## config.mk

```make
export PLATFORM = sky130hd
export DESIGN_NAME = spi_frame_shifter
export DESIGN_NICKNAME = d
export VERILOG_FILES = /design/src/rtl/spi_frame_shifter_pkg.sv /design/src/rtl/frame_shiftreg.sv /design/src/rtl/spi_frame_shifter.sv
export SDC_FILE = /design/constraint.sdc
export NUM_CORES = 1
export LEC_CHECK = 0
export CORE_MARGIN = 2
export CORE_UTILIZATION = 56
export DETAILED_ROUTE_END_ITERATION = 10
export PLACE_DENSITY = 0.9
export SLEW_MARGIN = 20
export SYNTH_ARGS = -nofsm -noshare
export SYNTH_HDL_FRONTEND = slang
export SYNTH_SLANG_ARGS = --single-unit
```

## constraint.sdc

```tcl
create_clock -name clk -period 5.05 [get_ports clk]
set_clock_uncertainty 0.1 [all_clocks]
set_input_delay 0.7575 -clock clk [delete_from_list [all_inputs] [get_ports clk]]
set_output_delay 0.7575 -clock clk [all_outputs]
set_load 0.005 [all_outputs]
```

## src/rtl/spi_frame_shifter_pkg.sv

```systemverilog
// Shared definitions for the SPI frame shifter: FSM encoding, default sizing
// and the SPI clocking mode the shifter is built for.
package spi_frame_shifter_pkg;

    typedef enum logic {
        IDLE   = 1'b0,
        ACTIVE = 1'b1
    } state_e;

    localparam int DEFAULT_WIDTH      = 8;
    localparam int DEFAULT_COUNTWIDTH = 4;

    // {CPOL, CPHA}; mode 0 samples on the SCLK rise and shifts on the fall.
    localparam logic [1:0] SPI_MODE = 2'b00;

endpackage

```

## src/rtl/frame_shiftreg.sv

```systemverilog
// Width-parameterised MSB-first shift register used both as the receive SIPO
// and the transmit PISO. A parallel load wins over a shift in the same cycle.
module frame_shiftreg #(
    parameter int width = 8
) (
    input  logic             clk,
    input  logic             reset_n,
    input  logic             serial_in,
    input  logic             shift_en,
    input  logic             load_en,
    input  logic [width-1:0] load_value,
    output logic [width-1:0] parallel_out,
    output logic             msb_out
);

    logic [width-1:0] data_q;

    always_ff @(posedge clk or negedge reset_n) begin
        if (!reset_n) begin
            data_q <= '0;
        end else if (load_en) begin
            data_q <= load_value;
        end else if (shift_en) begin
            data_q <= {data_q[width-2:0], serial_in};
        end
    end

    assign parallel_out = data_q;
    assign msb_out      = data_q[width-1];

endmodule

```

## src/rtl/spi_frame_shifter.sv

```systemverilog
// SPI slave frame engine: deserialises MOSI into frames and serialises a held
// transmit word onto MISO, driven by pre-conditioned CS and SCLK edge pulses.
module spi_frame_shifter
    import spi_frame_shifter_pkg::*;
#(
    parameter int width      = DEFAULT_WIDTH,
    parameter int countwidth = DEFAULT_COUNTWIDTH
) (
    input  logic                  clk,
    input  logic                  reset_n,
    input  logic                  cs_cond,
    input  logic                  mosi_cond,
    input  logic                  sclk_posedge,
    input  logic                  sclk_negedge,
    input  logic [width-1:0]      tx_data,
    input  logic                  tx_load,
    output logic                  tx_ready,
    output logic                  miso_out,
    output logic                  miso_oe,
    output logic [width-1:0]      rx_data,
    output logic                  rx_valid,
    output logic [countwidth-1:0] bit_count,
    output logic                  frame_err,
    output state_e                state
);

    localparam logic [countwidth-1:0] last_bit = countwidth'(width - 1);
    // Modes 0 and 3 sample on the rising SCLK edge; 1 and 2 on the falling.
    localparam bit sample_on_rise = (SPI_MODE[0] == SPI_MODE[1]);

    state_e state_q;
    state_e state_d;

    logic             sample_pulse;
    logic             shift_pulse;
    logic             edges_live;
    logic             rx_sample;
    logic             tx_step;
    logic             frame_last;
    logic             abort;
    logic             idle_reload;
    logic             boundary_step;
    logic             tx_load_en;
    logic [width-1:0] tx_load_value;
    logic             tx_shift_en;

    logic [width-1:0] tx_hold;
    logic             tx_hold_valid;
    logic [width-1:0] rx_par;
    logic             rx_msb;
    logic [width-1:0] tx_par;
    logic             tx_msb;
    logic             unused_taps;

    assign sample_pulse = sample_on_rise ? sclk_posedge : sclk_negedge;
    assign shift_pulse  = sample_on_rise ? sclk_negedge : sclk_posedge;

    // FSM: state register
    always_ff @(posedge clk or negedge reset_n) begin
        if (!reset_n) begin
            state_q <= IDLE;
        end else begin
            state_q <= state_d;
        end
    end

    // FSM: next state
    always_comb begin
        state_d = state_q;
        case (state_q)
            IDLE:    if (!cs_cond) state_d = ACTIVE;
            ACTIVE:  if (cs_cond)  state_d = IDLE;
            default: state_d = IDLE;
        endcase
    end

    // FSM: outputs and per-cycle action decode
    always_comb begin
        miso_oe       = 1'b0;
        edges_live    = 1'b0;
        abort         = 1'b0;
        idle_reload   = 1'b0;
        case (state_q)
            IDLE: begin
                idle_reload = tx_hold_valid;
            end
            ACTIVE: begin
                miso_oe    = 1'b1;
                edges_live = !cs_cond;
                abort      = cs_cond && (bit_count != '0);
            end
            default: ;
        endcase
    end

    // A sample edge coinciding with a shift edge wins; the shift is dropped.
    assign rx_sample     = edges_live && sample_pulse;
    assign tx_step       = edges_live && shift_pulse && !sample_pulse;
    assign frame_last    = rx_sample && (bit_count == last_bit);
    assign boundary_step = tx_step && (bit_count == '0);

    // Transmit path: reload at IDLE or frame boundary, clear on abort.
    assign tx_load_en    = idle_reload || boundary_step || abort;
    assign tx_load_value = (abort || !tx_hold_valid) ? '0 : tx_hold;
    assign tx_shift_en   = tx_step && (bit_count != '0);

    always_ff @(posedge clk or negedge reset_n) begin
        if (!reset_n) begin
            tx_hold       <= '0;
            tx_hold_valid <= 1'b0;
        end else if (tx_load && !tx_hold_valid) begin
            tx_hold       <= tx_data;
            tx_hold_valid <= 1'b1;
        end else if (idle_reload || boundary_step) begin
            tx_hold_valid <= 1'b0;
        end
    end

    always_ff @(posedge clk or negedge reset_n) begin
        if (!reset_n) begin
            bit_count <= '0;
        end else if ((state_q == IDLE) && !cs_cond) begin
            bit_count <= '0;
        end else if (abort) begin
            bit_count <= '0;
        end else if (rx_sample) begin
            bit_count <= frame_last ? '0 : bit_count + countwidth'(1);
        end
    end

    always_ff @(posedge clk or negedge reset_n) begin
        if (!reset_n) begin
            rx_data   <= '0;
            rx_valid  <= 1'b0;
            frame_err <= 1'b0;
        end else begin
            rx_valid  <= frame_last;
            frame_err <= abort;
            if (frame_last) begin
                rx_data <= {rx_par[width-2:0], mosi_cond};
            end
        end
    end

    frame_shiftreg #(.width(width)) u_rx_shift (
        .clk          (clk),
        .reset_n      (reset_n),
        .serial_in    (mosi_cond),
        .shift_en     (rx_sample),
        .load_en      (abort),
        .load_value   ('0),
        .parallel_out (rx_par),
        .msb_out      (rx_msb)
    );

    frame_shiftreg #(.width(width)) u_tx_shift (
        .clk          (clk),
        .reset_n      (reset_n),
        .serial_in    (1'b0),
        .shift_en     (tx_shift_en),
        .load_en      (tx_load_en),
        .load_value   (tx_load_value),
        .parallel_out (tx_par),
        .msb_out      (tx_msb)
    );

    assign unused_taps = ^{rx_msb, tx_par};

    assign tx_ready = !tx_hold_valid;
    assign miso_out = tx_msb;
    assign state    = state_q;

endmodule

```

# ---- Word-level counts from Yosys, hierarchy flattened
# Index checks and enable logic that the tools add are counted.
dict set report word_totals {
  word_cells 49
  ff_bits 39
  inputBits 15
}
dict set report classes {
  bitwise_logic 1
  add_sub_neg 1
  reduce_logical 21
  n_eq_ne 1
  n_mux 16
}
# operator count
set ops {}
lappend ops {{two-way mux 8 bit} 3}
lappend ops {{two-way mux 4 bit} 4}
lappend ops {{two-way mux 7 bit} 2}
lappend ops {{logical AND 1 bit} 9}
lappend ops {{two-way mux 1 bit} 7}
lappend ops {{nonzero test 2 bit} 3}
lappend ops {{adder 4 x 1 -> 4 bit (second input constant)} 1}
lappend ops {{equality test 4 x 3 -> 1 bit (second input constant)} 1}
lappend ops {{logical NOT 4 bit} 1}
lappend ops {{nonzero test 4 bit} 1}
lappend ops {{logical NOT 1 bit} 3}
lappend ops {{logical OR 1 bit} 3}
lappend ops {{nonzero test 3 bit} 1}
lappend ops {{NOT 1 bit} 1}

# ---- Logic depth before layout (Yosys ltp)
dict set report depth {
  depth_word 8
  mapped_depth 8
}

# ---- By module
# Synthesis repeated with hierarchy kept, for this count alone.
dict set report unflattened {
  cells_unflattened 159
  area_unflattened_um2 1895.6
}
# mod area_each_um2 instances cells_each seq_area_each_um2
set modules_own_cells {}
lappend modules_own_cells {spi_frame_shifter 1134.8 1 89 600.6}
lappend modules_own_cells {frame_shiftreg 380.4 2 35 200.2}

# ---- Worst setup path before layout
# No wires, ideal clock.
dict set report synth_path {
  path_type {input -> register}
  start {input sclk_posedge}
  end {register u_tx_shift.data_q[3], in the netlist u_tx_shift.parallel_out[3]}
  setup_ns 0.135
  path_buffers 3
  t_required_ns 4.815
  arrival_ns 2.015
  stages 7
  setup_slack_ns 2.800
  cell_sequence {buf_2 > or3b_1 > buf_6 > o21a_1 > buf_6 > a311oi_1 > mux2i_1}
}
dict set report synth_via {
  elab_chain_cells 6
  word_cells_on_any_way 8
  cone_classes {1 x mux; 7 x reduce/logical}
}
# element line_no
set synth_rtl {}
lappend synth_rtl {{start, declared} spi_frame_shifter.sv:13} ;# input logic sclk_posedge,
lappend synth_rtl {{logical NOT 1 bit (*)} spi_frame_shifter.sv:98} ;# assign tx_step = edges_live && shift_pulse && !sample_pulse;
lappend synth_rtl {{logical AND 1 bit (*)} spi_frame_shifter.sv:98}
lappend synth_rtl {{logical AND 1 bit} spi_frame_shifter.sv:100} ;# assign boundary_step = tx_step && (bit_count == '0);
lappend synth_rtl {{logical OR 1 bit (2 in a row)} spi_frame_shifter.sv:103} ;# assign tx_load_en = idle_reload || boundary_step || abort;
lappend synth_rtl {{two-way mux 8 bit / nonzero test 2 bit (equally long branches)} --}
lappend synth_rtl {{end signal, assigned} frame_shiftreg.sv:22} ;# data_q <= load_value;
lappend synth_rtl {{end signal, assigned} frame_shiftreg.sv:24} ;# data_q <= {data_q[width-2:0], serial_in};
lappend synth_rtl {{end, declared} frame_shiftreg.sv:16} ;# logic [width-1:0] data_q;
# Mark *: on every way between the ends. The rest lies on a longest branch, timed or not.
# A chain may end at the register's enable or synchronous reset.

# ---- Worst setup path after layout
# Ends and elaborated chain as after synthesis.

==> summary.txt <==
Global route
  – Overall fraction of global-route tracks in use: 0.207
  – Pin count of the biggest net entering global routing: 40
  – GRT Residual Overflow: 0
  – Initial antenna violation count: 0
  – Vias in the first global route: 1318
  – First-pass GRT wire length: 6.29 mm

Timing
  – Max_slew headroom: 0.435
  – Setup WS post-layout: 2.36 ns
  – Period utilization: 0.532
  – RSZ-0062 raised after global routing: no
  – Final setup viols: 0
  – Fin. max-slew vios: 0
  – Final Hold Fails: 0
  – Final min period: 2.69 ns
  – Tightest Pin Transition: 0.848 ns
  – F_max: 372 MHz
  – Sum of negative setup slack: 0 ns

Final layout
  – Area grow syn2layout: 19.9%
  – Register area: 976 µm²
  – Fin cells: 252
  – Multi-input gate area: 805 µm²
  – Share of cells above drive strength 1: 0.126
  – Antenna cells: 0
  – Nets: 222
  – Layout Utilization: 0.694
  – Fillers: 245

Worst setup path
  – RR Startpoint: state
  – R2R setup slack: 2.82 ns
  – CP required: 5.17 ns
  – Worst r2r path cells: 3
  – CP Data Arrival Time: 2.81 ns
  – Crit Path Max Fanout: 16
  – Slowest library cell on the worst path: clkdlybuf4s50_1
  – Crit path capture type: register
  – Delay-heaviest family, CP: buffers and inverters
  – CP cell instances: clkdlybuf4s50_1 -> or3b_1 -> o21a_1 -> a311oi_1 -> mux2i_1
  – CP Class: input pin to register
  – CP startpoint kind: input pin
  – CP peak stage delay: 0.70 ns
  – Crit Reg-Reg Endpoint: rx_data[5]
  – Worst Path Buf+Inv: 1

Clocking
  – CTS resizes: 0
  – Clock Latency Late Sink: 0.35 ns
  – Cts hold-fix bufs: 0
  – CTS clk-pin slew, worst paths: 0.12 ns
  – CTS buffer count: 5
  – Setup bufs post-CTS: 0
  – H-tree depth: 2
  – Clk buf depth: 2
  – Root Driver: clkbuf_4
  – TritonCTS clock tree: yes
  – Clock sink total: 39

Die
  – # rows: 21
  – Core Region: 0.00331 mm²
  – DIE HEIGHT: 62.5 µm
  – Die area: 0.00390 mm²
  – Io pins: 33
  – Initial core utilization: 0.579
  – Die X: 62.5 µm

Power
  – Worst vdd ir: 0.000215 V
  – Power Density: 351 mW/mm²
  – Total power: 807 µW
  – P_leak: 0.00102 µW

Logic synthesis
  – Sequential element share of the synthesized area: 0.509
  – Post-Syn Area: 0.00192 mm²
  – Synthesis-stage register bit count: 39
  – Cells after Synth: 179
  – Avg Cell Area, Syn: 10.7 µm²
  – Top_reg_cell synth: dfrtp_1
  – Syn. warnings: 0
  – Post-Syn Nets: 196
  – Synth unique cells: 34
  – Async SR Flop Fraction: 1.00
  – Number of flops mapped to enable cells by yosys: 0

Detailed routing
  – WL/cell: 14.4 µm
  – Met2 wire length: 1.67 mm
  – WL met3: 192 µm
  – Total iterations of the first detailed-routing run: 4
  – # DRC: 0
  – DR top layer: met4
  – Vias per inst: 5.62
  – Met1 WL: 1.69 mm
  – DRT antenna net count: 0
  – First DRT Iteration DRCs: 147
  – Final wirelength: 3.63 mm
  – DR vias: 1415

Placement
  – Cell total after placement: 244
  – DP HPWL: 2.44 mm
  – Setup WS pre-CTS: 1.99 ns
  – Final GP Congestion: 0.807
  – Buffers on Ports: 32

Flow run
  – Max-cap violations: 0

Hold path
  – Worst Hold Class: input pin to asynchronous set/reset pin

Outcome
  – Status: finished clean
power breakdown:
| group | switching (µW) | internal, µW |
|---|---|---|
| clock network | 103 | 117 |
| logic | 80.0 | 89.7 |
| registers | 52.0 | 365 |
| total | 235 | 572 |
cells by family (layout without fill, tap and decap cells):
family | after synthesis | in the layout | synth area share
flops | 39 | 39 | 0.509
mux | 27 | 27 | 0.150
fa+ha+maj | 2 | 2 | 0.0131
xor+xnor | 1 | 1 | 0.00457
buf+inv | 28 | 55 | 0.0705
simple gates | 50 | 50 | 0.135
compound gates | 32 | 32 | 0.118
flip-flops by register name, indices dropped and copies added, names as in the netlist:
signal                   cells
u_rx_shift.parallel_out      7
frame_err                    1
rx_data                      8
bit_count                    4
rx_valid                     1
u_tx_shift.parallel_out      8
tx_hold_valid                1
tx_hold                      8
state                        1
synthesized netlist by cell type (4+ instances only):
| cell type | n | area (µm²) |
|---|---|---|
| o32ai_1 | 4 | 35.0 |
| nor2_1 | 5 | 18.8 |
| nand2_1 | 24 | 90.1 |
| a21oi_1 | 8 | 40.0 |
| nand3_1 | 7 | 35.0 |
| mux2_2 | 13 | 146 |
| a31oi_1 | 4 | 25.0 |
| dfrtp_1 | 39 | 976 |
| mux2i_1 | 14 | 140 |
| clkbuf_1 | 5 | 18.8 |
| inv_1 | 15 | 56.3 |
| o21ai_0 | 5 | 25.0 |
routing by layer:
layer  vias to the layer above  GRT usage
met3                         7     0.0595
li1                        682          -
met2                        50      0.297
met1                       676      0.287
met4                         0      0.108
met5                         -          0
layout make-up:
class | instances | area share
clock buffer | 6 | 0.0223
clock inverter | 2 | 0.0153
inverter | 15 | 0.0245
multi-input combinational | 112 | 0.350
sequential | 39 | 0.425
tap | 46 | 0.0251
timing repair buffer | 32 | 0.137
worst max path at each step:
stage	start	end	slack (ns)	depth (start not counted)
3_3_place_gp	sclk_posedge	bit_count[0]	2.03	5
5_1_grt	sclk_posedge	u_tx_shift.parallel_out[3]	2.18	5
4_1_cts	sclk_posedge	bit_count[0]	2.38	5
6_report	sclk_posedge	u_tx_shift.parallel_out[3]	2.36	5
3_5_place_dp	sclk_posedge	bit_count[0]	1.99	5
2_1_floorplan	sclk_posedge	u_tx_shift.parallel_out[3]	2.80	7
cells in the final DEF (no fill, tap or decap), types with 4 or more instances in the layout:
cell type / netlist / final
a21oi_1: 8 / 8
a31oi_1: 4 / 4
clkbuf_4: 0 / 5
clkdlybuf4s50_1: 0 / 31
dfrtp_1: 39 / 39
inv_1: 15 / 15
mux2_2: 13 / 13
mux2i_1: 14 / 14
nand2_1: 24 / 24
nand3_1: 7 / 7
nor2_1: 5 / 5
o21ai_0: 5 / 5
o32ai_1: 4 / 4
per-stage QoR:
stage               cell area [µm²]  hold WS (ns)
floorplan                      1920         0.362
global placement               2210         0.392
detailed placement             2210         0.395
CTS                            2300         0.405
global route                   2300         0.443
finish                         2300         0.394
(Power assumes the default switching activity.)
